`src/rtl/down_counter_timer_if.sv`:
```
// rtl/down_counter_timer_if.sv - control and status bundle for the down-counting timer
interface down_counter_timer_if #(
  parameter int WIDTH = 8
) ();

  logic             load;
  logic [WIDTH-1:0] load_val;
  logic             start;
  logic             stop;
  logic             decr;
  logic             periodic;
  logic [WIDTH-1:0] count_reg;
  logic             running;
  logic             done;
  logic             tc_pulse;

  modport master (
    output load, load_val, start, stop, decr, periodic,
    input  count_reg, running, done, tc_pulse
  );

  modport slave (
    input  load, load_val, start, stop, decr, periodic,
    output count_reg, running, done, tc_pulse
  );

endinterface

```
`src/rtl/down_counter_timer.sv`:
```
// rtl/down_counter_timer.sv - loadable down-counting timer with one-shot/periodic expiry
module down_counter_timer #(
  parameter int WIDTH = 8
) (
  input  logic                  clk,
  input  logic                  rstn,
  down_counter_timer_if.slave   tif
);

  typedef enum logic [1:0] {
    IDLE    = 2'd0,
    RUN     = 2'd1,
    EXPIRED = 2'd2
  } state_t;

  localparam logic [WIDTH-1:0] ZERO = '0;
  localparam logic [WIDTH-1:0] ONE  = WIDTH'(1);

  state_t           state_q, state_d;
  logic [WIDTH-1:0] count_q, count_d;
  logic [WIDTH-1:0] reload_q, reload_d;
  logic             tc_q, tc_d;

  always_ff @(posedge clk or negedge rstn) begin
    if (!rstn) begin
      state_q  <= IDLE;
      count_q  <= ZERO;
      reload_q <= ZERO;
      tc_q     <= 1'b0;
    end else begin
      state_q  <= state_d;
      count_q  <= count_d;
      reload_q <= reload_d;
      tc_q     <= tc_d;
    end
  end

  // Priority per edge: load, then stop, then start, then decr.
  always_comb begin
    state_d  = state_q;
    count_d  = count_q;
    reload_d = reload_q;
    tc_d     = 1'b0;

    if (tif.load) begin
      count_d  = tif.load_val;
      reload_d = tif.load_val;
      if (tif.start && !tif.stop && (tif.load_val != ZERO)) begin
        state_d = RUN;
      end else begin
        state_d = IDLE;
      end
    end else if (tif.stop) begin
      if (state_q == RUN) begin
        state_d = IDLE;
      end
    end else begin
      if (tif.start && (state_q == IDLE) && (count_q != ZERO)) begin
        state_d = RUN;
      end
      if ((state_q == RUN) && tif.decr) begin
        if (count_q > ONE) begin
          count_d = count_q - ONE;
        end else if (count_q == ONE) begin
          tc_d = 1'b1;
          if (tif.periodic) begin
            count_d = reload_q;
          end else begin
            count_d = ZERO;
            state_d = EXPIRED;
          end
        end else begin
          // Zero while running cannot be reached; park safely if it ever is.
          state_d = IDLE;
        end
      end
    end
  end

  assign tif.count_reg = count_q;
  assign tif.running   = (state_q == RUN);
  assign tif.done      = (state_q == EXPIRED);
  assign tif.tc_pulse  = tc_q;

endmodule

```
`src/flat_wrapper.sv`:
```
// flat-port wrapper written by rule: the top's interface ports become plain ports
module down_counter_timer_flat 
#(
  parameter int WIDTH = 8
)
  (clk, rstn, tif_load, tif_load_val, tif_start, tif_stop, tif_decr, tif_periodic, tif_count_reg, tif_running, tif_done, tif_tc_pulse);
  down_counter_timer_if #(.WIDTH(WIDTH)) tif_i ();
  input  logic clk;
  input  logic rstn;
  input wire logic [$bits(tif_i.load)-1:0] tif_load;
  input wire logic [$bits(tif_i.load_val)-1:0] tif_load_val;
  input wire logic [$bits(tif_i.start)-1:0] tif_start;
  input wire logic [$bits(tif_i.stop)-1:0] tif_stop;
  input wire logic [$bits(tif_i.decr)-1:0] tif_decr;
  input wire logic [$bits(tif_i.periodic)-1:0] tif_periodic;
  output wire logic [$bits(tif_i.count_reg)-1:0] tif_count_reg;
  output wire logic [$bits(tif_i.running)-1:0] tif_running;
  output wire logic [$bits(tif_i.done)-1:0] tif_done;
  output wire logic [$bits(tif_i.tc_pulse)-1:0] tif_tc_pulse;
  assign tif_i.load = tif_load;
  assign tif_i.load_val = tif_load_val;
  assign tif_i.start = tif_start;
  assign tif_i.stop = tif_stop;
  assign tif_i.decr = tif_decr;
  assign tif_i.periodic = tif_periodic;
  assign tif_count_reg = tif_i.count_reg;
  assign tif_running = tif_i.running;
  assign tif_done = tif_i.done;
  assign tif_tc_pulse = tif_i.tc_pulse;
  down_counter_timer #(.WIDTH(WIDTH)) u_core (.clk(clk), .rstn(rstn), .tif(tif_i));
endmodule
```
`config.mk`:
```
export PLATFORM = sky130hd
export DESIGN_NAME = down_counter_timer_flat
export DESIGN_NICKNAME = d
export VERILOG_FILES = /design/src/rtl/down_counter_timer_if.sv /design/src/rtl/down_counter_timer.sv /design/src/flat_wrapper.sv
export SDC_FILE = /design/constraint.sdc
export NUM_CORES = 1
export LEC_CHECK = 0
export BUFFER_PORTS_ARGS = -buffer_cell sky130_fd_sc_hd__buf_2
export CORE_AREA = 4 4 56 69
export DETAILED_ROUTE_END_ITERATION = 6
export DIE_AREA = 0 0 60 73
export SYNTH_ARGS = -nofsm -noshare
export SYNTH_HDL_FRONTEND = slang
export SYNTH_SLANG_ARGS = --single-unit
export TNS_END_PERCENT = 5
```
`constraint.sdc`:
```
create_clock -name clk -period 3.4 [get_ports clk]
set_input_delay 0.17 -clock clk [delete_from_list [all_inputs] [get_ports clk]]
set_output_delay 0.17 -clock clk [all_outputs]
set_load 0.02 [all_outputs]
```
# Word level (Yosys, flattened, before mapping)
# Cells that the tools add are included.
[word_totals]
register_bits = 19
in_bits = 15
output_inout_bits = 11
word_cells = 43
[op_classes]
addsub = 1
magnitude_cmp = 1
eq_ne = 5
mux = 20
n_reduce_logical = 12
[op_table]
columns = ["cell", "n"]
rows = [
  ["$mux W8", 6],
  ["$mux W2", 8],
  ["$reduce_bool A8 Y1", 2],
  ["$eq A8 B1 Y1 const B", 1],
  ["$gt A8 B1 Y1 const B", 1],
  ["$sub A8 B1 Y8 const B", 1],
  ["$mux W1", 6],
  ["$logic_and A1 B1 Y1", 5],
  ["$ne A3 B2 Y1 const B", 1],
  ["$reduce_and A3 Y1", 1],
  ["$reduce_bool A3 Y1", 1],
  ["$eq A2 B1 Y1 const B", 1],
  ["$eq A2 B2 Y1 const B", 1],
  ["$logic_not A2 Y1", 1],
  ["$ne A2 B2 Y1 const B", 1],
  ["$reduce_bool A2 Y1", 1],
  ["$logic_not A1 Y1", 1],
]

# Longest topological paths before layout
[depth]
ltp_word = 10
mapped_depth = 7
ltp_nobuf = 7

# Worst setup path after synthesis
# Ideal clock, no wire load.
[synth_timing]
kind = "register to register"
startpoint = "register u_core.count_q[6] (netlist: u_core.tif.count_reg[6])"
endpoint = "register u_core.count_q[0] (netlist: u_core.tif.count_reg[0])"
setup_ns = 0.132
t_arrival_ns = 1.923
required_ns = 3.268
slack_ns = 1.345
stages_incl_launch_ff = 6
n_path_buf = 0
cell_sequence = "dfrtp_1 > or4_4 > o41ai_4 > nor2_1 > a311oi_1 > mux2i_1"
[synth_between]
elab_chain_len = 5
[synth_lines]
columns = ["item", "line_no", "rtl"]
rows = [
  ["start, declared", "down_counter_timer.sv:20", "logic [WIDTH-1:0] count_q, count_d;"],
  ["start signal, assigned", "down_counter_timer.sv:32", "count_q <= count_d;"],
  ["$gt A8 B1 Y1", "down_counter_timer.sv:62", "if (count_q > ONE) begin"],
  ["$mux W8", "down_counter_timer.sv:62", ""],
  ["$mux W8", "down_counter_timer.sv:61", "if ((state_q == RUN) && tif.decr) begin"],
  ["$mux W8", "down_counter_timer.sv:53", "end else if (tif.stop) begin"],
  ["$mux W8", "down_counter_timer.sv:45", "if (tif.load) begin"],
]
# Parallel ways exist; a longest one is shown, timed or not. The select of a mux whose other input is x is not followed.
# A chain may end at the register's enable or synchronous reset.

# Worst setup path in the final report
[layout_timing]
startpoint = "register u_core.count_q[6] (netlist: u_core.tif.count_reg[6])"
endpoint = "register u_core.count_q[5] (netlist: u_core.tif.count_reg[5])"
# Same word-level chain as after synthesis.

==> flow_summary.toml <==
[outcome]
status = "complete, no violations"

[pwr]
switching_share_pct = 36.5
p_comb_share_pct = 29.5
p_per_area_nw_per_um2 = 493
vdd_ir_drop_max_mv = 0.265
clockPowerShare_pct = 24.3
p_leak_nw = 0.584
pwr-share-seq_pct = 46.1
p_int_mw = 0.409
power_switching_mw = 0.235

[grt]
grt_pass1_vias = 973
grt_pass1_wl_um = 4520
grt-ovfl-total = 0
track_usage_pct = 13.7
grt_start_max_net_pins = 25
grt_antenna_before_repair = 0

[critical_path]
crit_type = "flip-flop to flip-flop"
arrival_ns = 2.33
cp_max_fo = 10
start_kind = "flip-flop"
endpoint_kind = "flip-flop"
crit_required_ns = 3.49

[logic_synthesis]
synth.distinct_cells = 30
synth_ff_type = "dfrtp_1"
synth-compound-area-share_pct = 21.8
yosys.area_share.simple_pct = 22.5
synth_edf_count = 0
seq_area_frac_synth_pct = 43.5
synth_adder_area_share_pct = 3.44
synth_area_sq_um = 1090
synth_top_area_share_pct = 43.5
synth_xor_area_share_pct = 0
syn_nets = 132
synth_warnings = 0
yosys.area.top_type = "dfrtp_1"
synth.area.mux_share_pct = 6.07
postSynthCellCount = 114
synth-seq-cells = 19
synthTopCellsByCount = "dfrtp_1 (19), o21ai_0 (14), nor2_1 (12)"
ys_top_cells_by_area = "dfrtp_1 (44%), o21ai_0 (6.4%), mux2_2 (5.2%)"
synth_most_common_cell = "dfrtp_1"
async_flop_share_pct = 100
synth_top_family_by_area = "simple AND/OR/NAND/NOR gates"
syn_area_per_cell_sq_um = 9.58

[place]
portBuffers = 25
dp_hpwl_um = 2130
pre_cts_slack_ns = 1.15
gp_congestion = 0.838

[sta]
drv_slew = 0
min_period_ns = 2.24
worst_slew_pin_slew_ns = 0.881
finClkSkew_ns = 0.00448
worst_slack_ns = 1.16
slew_headroom_pct = 41.3
hold_violations = 0
holdWs_ns = 0.167
fmax_mhz = 446
min_period_over_period_pct = 66.0
tns_ns = 0
finalSetupViolations = 0
rsz0062_at_grt = "false"

[detailed_routing]
drt-total-wl_um = 2730
drc = 0
initialDrtViolationCount = 38
ant_nets = 0
viasPerCell = 5.60
dr.pass1.iters = 4
wl_per_cell_um = 15.4
dr_total_vias = 991

[worst_hold_path]
hp-class = "primary input to flip-flop"

[floorplan]
dieHeight_um = 73
core-area_sq_um = 3220
num_rows = 23
ios = 26
die_area_sq_um = 4380
initial_utilization_pct = 33.9
die_x_um = 60

[clock_network]
clock_latency_ns = 0.25
numCtsBuffers = 3
cts_tree = "yes"
cts.sink_count = 19
htreeDepth = 1
path_clk_slew_ns = 0.07
cts_root_buf = "clkbuf_8"
clockBufferDepth = 2
cts_resized = 0
postCtsSetupBuffers = 0

[layout]
syn2layout_area_growth_pct = 19.5
n_antenna_cell = 0
nNetsFinal = 159
drive_above_1_share_pct = 25.7

[job]
maxCapViolations = 0
[cells by family (layout without fill, tap and decap cells)]
group | Yosys count | count (layout)
AOI/OAI and AO/OA | 34 | 34
adders and majority gates | 3 | 3
buffers and inverters | 8 | 34
DFF | 19 | 19
muxes | 6 | 6
and+or+nand+nor | 44 | 44
[worst paths after layout]
| path | startpoint | end | depth (start not counted) | slack (ns) |
|---|---|---|---|---|
| setup reg to reg | u_core.tif.count_reg[6]$_DFFE_PN0P_ | u_core.tif.count_reg[5]$_DFFE_PN0P_ | 5 | 1.16 |
| min in group asynchronous | rstn | u_core.reload_q[0]$_DFFE_PN0P_ | 2 | 0.39 |
| hold / removal | tif_load_val[6] | u_core.reload_q[6]$_DFFE_PN0P_ | 2 | 0.17 |
| max in group asynchronous | rstn | u_core.state_q[1]$_DFFE_PN0P_ | 2 | 2.70 |
| setup / recovery | u_core.tif.count_reg[6]$_DFFE_PN0P_ | u_core.tif.count_reg[5]$_DFFE_PN0P_ | 5 | 1.16 |
| hold reg to reg | u_core.reload_q[0]$_DFFE_PN0P_ | u_core.reload_q[0]$_DFFE_PN0P_ | 1 | 0.49 |
[power groups by stage]
| stage | logic [mW] | clock network (mW) | registers [mW] |
|---|---|---|---|
| 2_1_floorplan | 0.109 | 0 | 0.313 |
| 3_3_place_gp | 0.187 | 0 | 0.299 |
| 3_5_place_dp | 0.191 | 0 | 0.301 |
| 4_1_cts | 0.192 | 0.164 | 0.297 |
| 5_1_grt | 0.211 | 0.176 | 0.303 |
| 6_report | 0.190 | 0.157 | 0.297 |
[critical path: stages (launching register included)]
cell and delay [ns]:
dfrtp_1 0.44, or4_4 0.59, o41ai_4 0.56, nor4_1 0.14
a221oi_1 0.23, o21ai_0 0.12
[routing by layer]
metal | track usage, % | up-vias | wire [um]
met4 | 4.43 | 0 | 24
met3 | 3.36 | 2 | 154
met5 | 0 | - | 0
li1 | - | 484 | -
met1 | 16.3 | 476 | 1160
met2 | 23.6 | 29 | 1380
[timing repair]
action                                  in CTS  in global routing
endpoints found under the setup margin       0                  0
hold buffers                                 1                  0
endpoints found under the hold margin       19                  0
[final cells by class]
type	count	area, sq um
Timing Repair Buffer	26	135
Tap cell	37	46.3
Clock inverter	1	5.00
Sequential cell	19	475
Inverter	4	15.0
Fill cell	346	1920
Multi-Input combinational cell	87	587
Clock buffer	3	41.3
[through the flow]
step | power, mW | area, sq um | cells | util (%)
2_1_floorplan | 0.422 | 1090 | 114 | -
3_3_place_gp | 0.486 | 1250 | 172 | 38.7
3_5_place_dp | 0.492 | 1250 | 172 | 38.7
4_1_cts | 0.652 | 1310 | 177 | 40.5
5_1_grt | 0.689 | 1310 | 177 | 40.5
6_report | 0.644 | 1310 | 177 | 40.5
[cells in the final DEF (no fill, tap or decap), types with 2 or more instances in the layout]
cell type  instances
a21o_1             3
a21oi_1            5
a221oi_1           6
a311oi_1           2
buf_2             25
clkbuf_8           3
dfrtp_1           19
ha_1               3
inv_1              4
mux2_2             5
nand2_1            4
nand3_1            3
nand4b_1           2
nor2_1            12
nor2b_1            4
nor3_1             5
nor4_1             6
o21ai_0           14
Power figures use the tool's default switching activity.
